--- src/rtl/sprite_mixer_pkg.sv ---
// Shared definitions for the sprite compositor: mode encodings and default colours.
// Latency: n/a (types and constants only).
// Backpressure: n/a.
package sprite_mixer_pkg;

  // Display mode as presented on the mode input and held in the shadow register.
  typedef enum logic [1:0] {
    MODE_INIT = 2'b00,
    MODE_RUN  = 2'b01,
    MODE_BG   = 2'b10,
    MODE_WIN  = 2'b11
  } mode_e;

  localparam logic [11:0] DEF_TRANSP     = 12'h000;
  localparam logic [11:0] DEF_INIT_COLOR = 12'hF00;
  localparam logic [11:0] DEF_WIN_COLOR  = 12'h00F;

  // Cycles from pix_x/pix_y to out_color.
  localparam int PIPE_LAT = 3;

endpackage

--- src/rtl/sprite_hit.sv ---
// One sprite channel: bounding-box hit test and ROM-relative coordinates.
// Latency: 1 cycle (hit flag and relative coordinates are registered).
// Backpressure: none; a new pixel is accepted every cycle.
module sprite_hit
  import sprite_mixer_pkg::*;
#(
  parameter int X_W = 10,
  parameter int Y_W = 9
) (
  input  logic           clk,
  input  logic           rst,
  input  logic           en_i,
  input  logic [X_W-1:0] pos_x_i,
  input  logic [Y_W-1:0] pos_y_i,
  input  logic [X_W-1:0] w_i,
  input  logic [Y_W-1:0] h_i,
  input  logic [X_W-1:0] pix_x_i,
  input  logic [Y_W-1:0] pix_y_i,
  output logic           hit_o,
  output logic [X_W-1:0] rel_x_o,
  output logic [Y_W-1:0] rel_y_o
);

  logic [X_W-1:0] rel_x_d, rel_x_q;
  logic [Y_W-1:0] rel_y_d, rel_y_q;
  logic           in_x, in_y;
  logic           hit_d, hit_q;

  // The offset is only compared once pix >= pos, so it never wraps; a sprite
  // running past the right/bottom edge is clipped rather than reappearing at 0.
  always_comb begin
    rel_x_d = pix_x_i - pos_x_i;
    rel_y_d = pix_y_i - pos_y_i;
    in_x    = (pix_x_i >= pos_x_i) && (rel_x_d < w_i);
    in_y    = (pix_y_i >= pos_y_i) && (rel_y_d < h_i);
    hit_d   = en_i && in_x && in_y;
  end

  // Register the ROM address and hit flag; the address is driven even on a miss.
  always_ff @(posedge clk or negedge rst) begin
    if (!rst) begin
      hit_q   <= 1'b0;
      rel_x_q <= '0;
      rel_y_q <= '0;
    end else begin
      hit_q   <= hit_d;
      rel_x_q <= rel_x_d;
      rel_y_q <= rel_y_d;
    end
  end

  assign hit_o   = hit_q;
  assign rel_x_o = rel_x_q;
  assign rel_y_o = rel_y_q;

endmodule

--- src/rtl/sprite_mixer.sv ---
// N-channel frame-synchronous sprite compositor with player collision reporting.
// Latency: 3 cycles pixel -> out_color; sprite ROM data is expected 2 cycles after the pixel.
// Backpressure: none; one pixel per cycle and the pipeline never stalls.
module sprite_mixer
  import sprite_mixer_pkg::*;
#(
  parameter int                 NUM_SPR    = 4,
  parameter int                 X_W        = 10,
  parameter int                 Y_W        = 9,
  parameter int                 COLOR_W    = 12,
  parameter logic [COLOR_W-1:0] TRANSP     = COLOR_W'(DEF_TRANSP),
  parameter logic [COLOR_W-1:0] INIT_COLOR = COLOR_W'(DEF_INIT_COLOR),
  parameter logic [COLOR_W-1:0] WIN_COLOR  = COLOR_W'(DEF_WIN_COLOR)
) (
  input  logic                       clk,
  input  logic                       rst,
  input  logic                       frame_start,
  input  logic [1:0]                 mode,
  input  logic                       pix_valid,
  input  logic [X_W-1:0]             pix_x,
  input  logic [Y_W-1:0]             pix_y,
  input  logic [NUM_SPR-1:0]         spr_en,
  input  logic [NUM_SPR*X_W-1:0]     spr_x,
  input  logic [NUM_SPR*Y_W-1:0]     spr_y,
  input  logic [NUM_SPR*X_W-1:0]     spr_w,
  input  logic [NUM_SPR*Y_W-1:0]     spr_h,
  output logic [NUM_SPR*X_W-1:0]     rel_x,
  output logic [NUM_SPR*Y_W-1:0]     rel_y,
  input  logic [NUM_SPR*COLOR_W-1:0] spr_color,
  input  logic [COLOR_W-1:0]         bg_color,
  output logic                       out_valid,
  output logic [COLOR_W-1:0]         out_color,
  output logic [NUM_SPR-2:0]         collision
);

  // Shadow copies of the per-frame configuration.
  logic [NUM_SPR-1:0]          sh_en_q;
  logic [NUM_SPR-1:0][X_W-1:0] sh_x_q, sh_w_q;
  logic [NUM_SPR-1:0][Y_W-1:0] sh_y_q, sh_h_q;
  mode_e                       sh_mode_q;

  // Pipeline tags travelling with each pixel.
  logic [NUM_SPR-1:0] hit_s1;
  logic               vld_s1_q, vld_s2_q;
  mode_e              mode_s1_q, mode_s2_q;
  logic [NUM_SPR-1:0] hit_s2_q;

  // Stage-2 view of ROM data and resulting decisions.
  logic [NUM_SPR-1:0][COLOR_W-1:0] spr_col;
  logic [NUM_SPR-1:0]              opq;
  logic [COLOR_W-1:0]              out_color_d, out_color_q;
  logic                            out_valid_q;
  logic [NUM_SPR-2:0]              coll_new;
  logic [NUM_SPR-2:0]              coll_acc_q, coll_q;

  assign spr_col = spr_color;

  // Capture geometry and mode only at frame boundaries so a frame never tears;
  // a pixel in the frame_start cycle still sees the previous values.
  always_ff @(posedge clk or negedge rst) begin
    if (!rst) begin
      sh_en_q   <= '0;
      sh_x_q    <= '0;
      sh_y_q    <= '0;
      sh_w_q    <= '0;
      sh_h_q    <= '0;
      sh_mode_q <= MODE_INIT;
    end else if (frame_start) begin
      sh_en_q   <= spr_en;
      sh_x_q    <= spr_x;
      sh_y_q    <= spr_y;
      sh_w_q    <= spr_w;
      sh_h_q    <= spr_h;
      sh_mode_q <= mode_e'(mode);
    end
  end

  // Stage 1: one hit/address unit per sprite channel.
  for (genvar g = 0; g < NUM_SPR; g++) begin : g_hit
    sprite_hit #(
      .X_W (X_W),
      .Y_W (Y_W)
    ) u_hit (
      .clk     (clk),
      .rst     (rst),
      .en_i    (sh_en_q[g]),
      .pos_x_i (sh_x_q[g]),
      .pos_y_i (sh_y_q[g]),
      .w_i     (sh_w_q[g]),
      .h_i     (sh_h_q[g]),
      .pix_x_i (pix_x),
      .pix_y_i (pix_y),
      .hit_o   (hit_s1[g]),
      .rel_x_o (rel_x[g*X_W +: X_W]),
      .rel_y_o (rel_y[g*Y_W +: Y_W])
    );
  end

  // Carry valid, mode and hits alongside the pixel so they meet the ROM data in stage 2;
  // mode travels with the pixel so in-flight pixels finish in the mode they started with.
  always_ff @(posedge clk or negedge rst) begin
    if (!rst) begin
      vld_s1_q  <= 1'b0;
      mode_s1_q <= MODE_INIT;
      vld_s2_q  <= 1'b0;
      mode_s2_q <= MODE_INIT;
      hit_s2_q  <= '0;
    end else begin
      vld_s1_q  <= pix_valid;
      mode_s1_q <= sh_mode_q;
      vld_s2_q  <= vld_s1_q;
      mode_s2_q <= mode_s1_q;
      hit_s2_q  <= hit_s1;
    end
  end

  // A sprite is opaque at this pixel only if it hits and its texel is not the key colour.
  always_comb begin
    opq = '0;
    for (int i = 0; i < NUM_SPR; i++) begin
      opq[i] = hit_s2_q[i] && (spr_col[i] != TRANSP);
    end
  end

  // Colour select: fills for INIT/WIN, background for BG, lowest-index opaque sprite otherwise.
  always_comb begin
    out_color_d = bg_color;
    case (mode_s2_q)
      MODE_INIT: out_color_d = INIT_COLOR;
      MODE_WIN:  out_color_d = WIN_COLOR;
      MODE_BG:   out_color_d = bg_color;
      MODE_RUN: begin
        for (int i = NUM_SPR - 1; i >= 0; i--) begin
          if (opq[i]) out_color_d = spr_col[i];
        end
      end
      default:   out_color_d = bg_color;
    endcase
  end

  // Player-vs-sprite overlap on the current pixel, counted only while compositing.
  always_comb begin
    coll_new = '0;
    for (int i = 1; i < NUM_SPR; i++) begin
      coll_new[i-1] = vld_s2_q && (mode_s2_q == MODE_RUN) && opq[0] && opq[i];
    end
  end

  // Output register; colour is held across invalid cycles to keep the line stable.
  always_ff @(posedge clk or negedge rst) begin
    if (!rst) begin
      out_valid_q <= 1'b0;
      out_color_q <= '0;
    end else begin
      out_valid_q <= vld_s2_q;
      if (vld_s2_q) out_color_q <= out_color_d;
    end
  end

  // Accumulate overlaps over a frame and publish them at the next frame_start;
  // the pixel retiring in the frame_start cycle still belongs to the closing frame.
  always_ff @(posedge clk or negedge rst) begin
    if (!rst) begin
      coll_acc_q <= '0;
      coll_q     <= '0;
    end else if (frame_start) begin
      coll_q     <= coll_acc_q | coll_new;
      coll_acc_q <= '0;
    end else begin
      coll_acc_q <= coll_acc_q | coll_new;
    end
  end

  assign out_valid = out_valid_q;
  assign out_color = out_color_q;
  assign collision = coll_q;

endmodule

--- config.mk ---
export PLATFORM = sky130hd
export DESIGN_NAME = sprite_mixer
export DESIGN_NICKNAME = d
export VERILOG_FILES = /design/src/rtl/sprite_mixer_pkg.sv /design/src/rtl/sprite_hit.sv /design/src/rtl/sprite_mixer.sv
export SDC_FILE = /design/constraint.sdc
export NUM_CORES = 1
export LEC_CHECK = 0
export CORE_ASPECT_RATIO = 2
export CORE_MARGIN = 5
export CORE_UTILIZATION = 50
export CTS_CLUSTER_DIAMETER = 80
export DETAILED_ROUTE_END_ITERATION = 10
export GPL_TIMING_DRIVEN = 0
export HOLD_SLACK_MARGIN = 0.05
export PLACE_DENSITY = 0.8
export SLEW_MARGIN = 20
export SYNTH_ARGS = -nofsm -noshare
export SYNTH_HDL_FRONTEND = slang
export SYNTH_SLANG_ARGS = --single-unit
--- constraint.sdc ---
create_clock -name clk -period 5.2 [get_ports clk]
set_clock_uncertainty 0.2 [all_clocks]
set_input_delay 1.56 -clock clk [delete_from_list [all_inputs] [get_ports clk]]
set_output_delay 1.56 -clock clk [all_outputs]
set_load 0.03 [all_outputs]
; ---- After elaboration in Yosys (flattened, before gate mapping)
; Index checks and enable logic that the tools add are counted.
[op_classes]
add_sub_neg = 8
n_mul = 0
div_mod_pow = 0
n_lt_le_gt_ge = 16
eq_ne = 3
n_shift = 0
muxes = 6
bitwise = 1
reduce_logical = 30
[op_table]
columns = operator, count
row1 = 12-bit two-way mux, 4
row2 = 12-bit case mux with 4 select lines, 1
row3 = 12-bit nonzero test, 4
row4 = 10-bit >= comparator, 4
row5 = 10-bit less-than comparator, 4
row6 = 10-bit subtractor, 4
row7 = 9-bit >= comparator, 4
row8 = 9-bit less-than comparator, 4
row9 = 9-bit subtractor, 4
row10 = 1-bit logical AND, 25
row11 = "2-bit equality test, second input constant", 2
row12 = 3-bit two-way mux, 1
row13 = 3-bit OR, 1
row14 = "2-bit by 1-bit equality test with 1-bit output, second input constant", 1
row15 = 2-bit zero test, 1
[totals]
register_bits = 267
latch_bits = 0
ram_bits = 0
rom_bits = 0
input_bits = 241
word_cells = 103
memories = 0

; ---- Longest topological paths before layout
[logic_depth]
depth_word = 7
ltp_mapped = 15
depth_no_buf = 15

; ---- Cells and area by module
; Synthesis repeated with hierarchy kept, for this count alone.
[hier_totals]
hier_cells = 1351
area_unflattened_um2 = 14975.6
[modules_own_cells]
columns = module, n_inst, cells_per_inst, area_each_um2, seq_area_each_um2
row1 = sprite_mixer, 1, 521, 7621.1, 4679.5
row2 = sprite_hit (g_hit[1].u_hit ...), 2, 206, 1853.0, 500.5
row3 = sprite_hit (g_hit[0].u_hit), 1, 215, 1846.8, 500.5
row4 = sprite_hit (g_hit[3].u_hit), 1, 203, 1801.7, 500.5

; ---- Worst setup path after synthesis
; OpenSTA, ideal clock, no wires.
[synth_path]
path_type = input port to flip-flop
startpoint = input port pix_x[0]
endpoint = register g_hit[0].u_hit.hit_q
arrival_ps = 4374
slack_ps = 525
stages = 14
path_cell_list = inv_1 ha_1 inv_1 fa_1 a21o_1 a21oi_1 o21ai_0 o41a_1 xor2_1 ha_1 a31o_2 a2111oi_0 o21ai_0 nor4_1
[synth_between]
elab_chain_len = 5
word_cells_on_any_way = 6
classes_between = add/sub: 1 / order compare: 2 / reduce/logical: 3
[synth_rtl]
columns = item, line_no
row1 = "start, declared", sprite_mixer.sv:20  ; input logic [X_W-1:0] pix_x,
row2 = 10-bit subtractor, sprite_hit.sv:32  ; rel_x_d = pix_x_i - pos_x_i;
row3 = net g_hit[0].u_hit.rel_x_d[8], sprite_hit.sv:24  ; logic [X_W-1:0] rel_x_d, rel_x_q;
row4 = 10-bit less-than comparator, sprite_hit.sv:34  ; in_x = (pix_x_i >= pos_x_i) && (rel_x_d < w_i);
row5 = 1-bit logical AND, sprite_hit.sv:34
row6 = 1-bit logical AND (2 in series), sprite_hit.sv:36  ; hit_d = en_i && in_x && in_y;
row7 = net g_hit[0].u_hit.hit_d, sprite_hit.sv:27  ; logic hit_d, hit_q;
row8 = "end signal, assigned", sprite_hit.sv:46  ; hit_q <= hit_d;
row9 = "end, declared", sprite_hit.sv:27
; The timed path passes the listed nets, and every way through them passes these cells.
; A chain may end at the register's enable or synchronous reset.

; ---- Worst setup path after layout
; Same ends and word-level chain as after synthesis.

==> results.yml <==
routing:
  drc: 0
  wl_um: 49900
  vias_per_cell: 5.65
  ant_nets: 0
  vias: 12546
  post_drt_wl_per_cell_um: 22.4
  drt_iter0_drc: 652
  drt_pass1_iterations: 5
logic_synthesis:
  syn_nets: 1875
  async_reset_ff_frac: 1.00
  yosysTopAreaCell: "dfrtp_1"
  avgSynthCellArea_um2: 9.67
  synth_area_leaders: "dfrtp_1, ha_1, o21ai_0"
  synth-edff-count: 0
  yosysWarnings: 0
  yosys_register_bits: 267
  ys_seq_area_frac: 0.466
  yosys.area.top_type_share: 0.466
  postSynthCellCount: 1482
  synth_area_um2: 14300
  ys.flop_type: "dfrtp_1"
  synth.distinct_cells: 64
global_route:
  grt_util_all_layers: 0.306
  grt_first_pass_wirelength_um: 74700
  grt_max_degree: 85
  grt_pass1_vias: 13431
  grt.overflow.total: 0
  antenna_found_initial: 6
critical_path:
  crit_family: "compound AO/OA/AOI/OAI gates"
  cpPeakStageDelay_ps: 430
  crit_path_end_kind: "register"
  crit_top_cell: "ha_1"
  path_depth: 15
  reg2reg_depth: 13
  crit_path_start_kind: "input pin"
  criticalPathCategory: "input pin to register"
  rr_endpoint: "g_hit[0].u_hit.hit_o"
  cp.required_ps: 5410
  critPathBufInv: 3
  r2r_slack_ps: 1510
  critPathSlowestCell: "fa_1"
  reg2reg_from: "sh_x_q[0]"
  cp_max_fo: 4
  cp.arrival_ps: 5230
  cp_cell_sequence: "clkdlybuf4s50_1 -> inv_2 -> ha_1 -> inv_1 -> fa_1 -> a21o_1 -> a21oi_2 -> o21ai_0 -> o41a_1 -> xor2_2 -> ha_1 -> a31o_2 -> a2111oi_2 -> o21ai_1 -> nor4_2"
power:
  clockPowerShare: 0.269
  p_int_w: 0.00436
  total_power_w: 0.00662
  power_density_nw_per_um2: 348
  vdd_drop_max_mv: 0.322
  p_sw_w: 0.00226
  sequentialPowerShare: 0.374
  switching_share: 0.342
  p_leak_nw: 8.56
  power_frac_comb: 0.357
clock_tree:
  clk_pin_slew_ps: 60
  cts_tree: "done"
  root_buffer: "clkbuf_16"
  clockBufferDepth: 3
  ctsHoldBuffers: 0
  numCtsBuffers: 25
  cts.sinks: 267
  htreeDepth: 1
  insertion_delay_ps: 530
floorplan:
  rows: 87
  die_w_um: 130
  die-area_um2: 32300
  initial_utilization: 0.506
  io_pins: 333
  core_um2: 28300
  chipHeight_um: 249
finish:
  drive_above_1_share: 0.0500
  nNetsFinal: 2236
  fin_cells: 2222
  syn_to_final_growth_pct: 32.6
  layout_common_cells: "clkdlybuf4s50_1, dfrtp_1, o21ai_0, nand2_1, inv_1"
  layout_commonest_cell: "clkdlybuf4s50_1"
  postLayoutCellArea_um2: 19000
status:
  outcome: "finished clean"
timing:
  fin_crit_sh: 0.965
  fmax_mhz: 199
  layout_setup_ws_ps: 183
  drv_slew: 0
  worstMarginPinSlew_ps: 1030
  max_slew_margin: 0.312
  rsz0062_at_grt: "no"
  finalHoldViolCount: 0
  fin_crit_ps: 5020
  setup_viol: 0
job:
  drv_cap: 0
worst_hold_path:
  min_from: "g_hit[1].u_hit.hit_o"
  whs_path_depth: 0
  hold_path_class: "register to register"
  min_to: "hit_s2_q[1]"
placed_design:
  placedInstanceArea_um2: 18200
  dp_hpwl_um: 39900
  place_inst: 2172
  pre_cts_ws_ps: -892
  gp_congestion: 1.10
  io_buffers: 331
==> cells by family (layout without fill, tap and decap cells) <==
kind of cell | Yosys count | after routing | synth area share
compound gates | 399 | 399 | 0.172
other cells | 0 | 5 | 0
simple gates | 370 | 370 | 0.118
mux | 23 | 23 | 0.0180
fa+ha+maj | 152 | 152 | 0.137
buf+inv | 224 | 603 | 0.0596
flops | 267 | 267 | 0.466
xor+xnor | 47 | 47 | 0.0287
==> flip-flops by register name (all words and copies together) (netlist names), 4 cells and up <==
name and cells:
g_hit.u_hit.rel_x_o 40, sh_w_q 40, sh_x_q 40, g_hit.u_hit.rel_y_o 36, sh_h_q 36, sh_y_q 36, out_color 12, g_hit.u_hit.hit_o 4
hit_s2_q 4, sh_en_q 4
==> worst max-delay path by stage <==
stage	from	endpoint	slack [ps]
final	pix_x[0]	g_hit[0].u_hit.hit_o	180
after global routing	pix_y[0]	g_hit[3].u_hit.hit_o	40
after CTS	pix_x[0]	g_hit[0].u_hit.hit_o	20
after detailed placement	pix_x[1]	g_hit[0].u_hit.hit_o	-890
after global placement	rst	g_hit[2].u_hit.rel_y_o[0]	-8950
after floorplan	pix_x[0]	g_hit[0].u_hit.hit_o	520
==> cell usage after synthesis (7+ instances only) <==
library cell	n
a211oi_1	13
a21o_1	15
a21oi_1	68
a221oi_1	8
a31oi_1	7
clkbuf_1	40
dfrtp_1	267
fa_1	8
ha_1	144
inv_1	176
mux2_2	22
nand2_1	181
nand3_1	15
nand3b_1	7
nand4_1	20
nor2_1	68
nor2b_1	19
nor3_1	18
nor4_1	9
o211ai_1	13
o21a_1	13
o21ai_0	191
or4_1	8
xnor2_1	28
xor2_1	19
==> worst register-to-register path, stage by stage, from the launching register on <==
cell and delay, ps:
dfrtp_1 360, ha_1 150, inv_1 70, fa_1 430, a21o_1 200, a21oi_2 170, o21ai_0 140, o41a_1 380
xor2_2 180, ha_1 320, a31o_2 250, a2111oi_2 370, o21ai_1 160, nor4_2 220
==> cell type report <==
type / count / area [um^2]
buffer: 48 / 194
multi-input combinational: 991 / 6820
timing repair buffer: 334 / 3400
antenna: 5 / 12.5
clock buffer: 38 / 714
clock inverter: 7 / 62.6
inverter: 176 / 661
tap: 356 / 445
sequential: 267 / 6680
fill: 2310 / 9310
==> metrics by stage <==
| stage | TNS (ps) | hold WS (ps) | utilization |
|---|---|---|---|
| after CTS | 0 | 152 | 0.670 |
| final | 0 | 151 | 0.671 |
| after detailed placement | -1650 | 138 | 0.642 |
| after global placement | -2376750 | 134 | 0.639 |
| after global routing | 0 | 163 | 0.671 |
| after floorplan | 0 | 131 | - |
==> layer usage <==
metal	vias to the layer above	share of wire	global-route usage
li1	5850	-	-
met5	-	0.00020	0
met2	541	0.52	0.549
met1	5962	0.31	0.291
met4	2	0.094	0.240
met3	191	0.070	0.0627
==> what timing repair did <==
item	in CTS	in global routing
gates resized for setup	4	9
setup buffers	0	0
setup endpoints to repair	1	2
pin swaps	0	0
cloned	0	0
==> power by group through the flow <==
stage | clock (W) | sequential [W] | combinational, W
after floorplan | 0 | 0.00285 | 0.000971
after global placement | 0 | 0.00251 | 0.00227
after detailed placement | 0 | 0.00251 | 0.00233
after CTS | 0.00182 | 0.00248 | 0.00235
after global routing | 0.00190 | 0.00250 | 0.00255
final | 0.00178 | 0.00248 | 0.00236
Power figures use the tool's default switching activity.
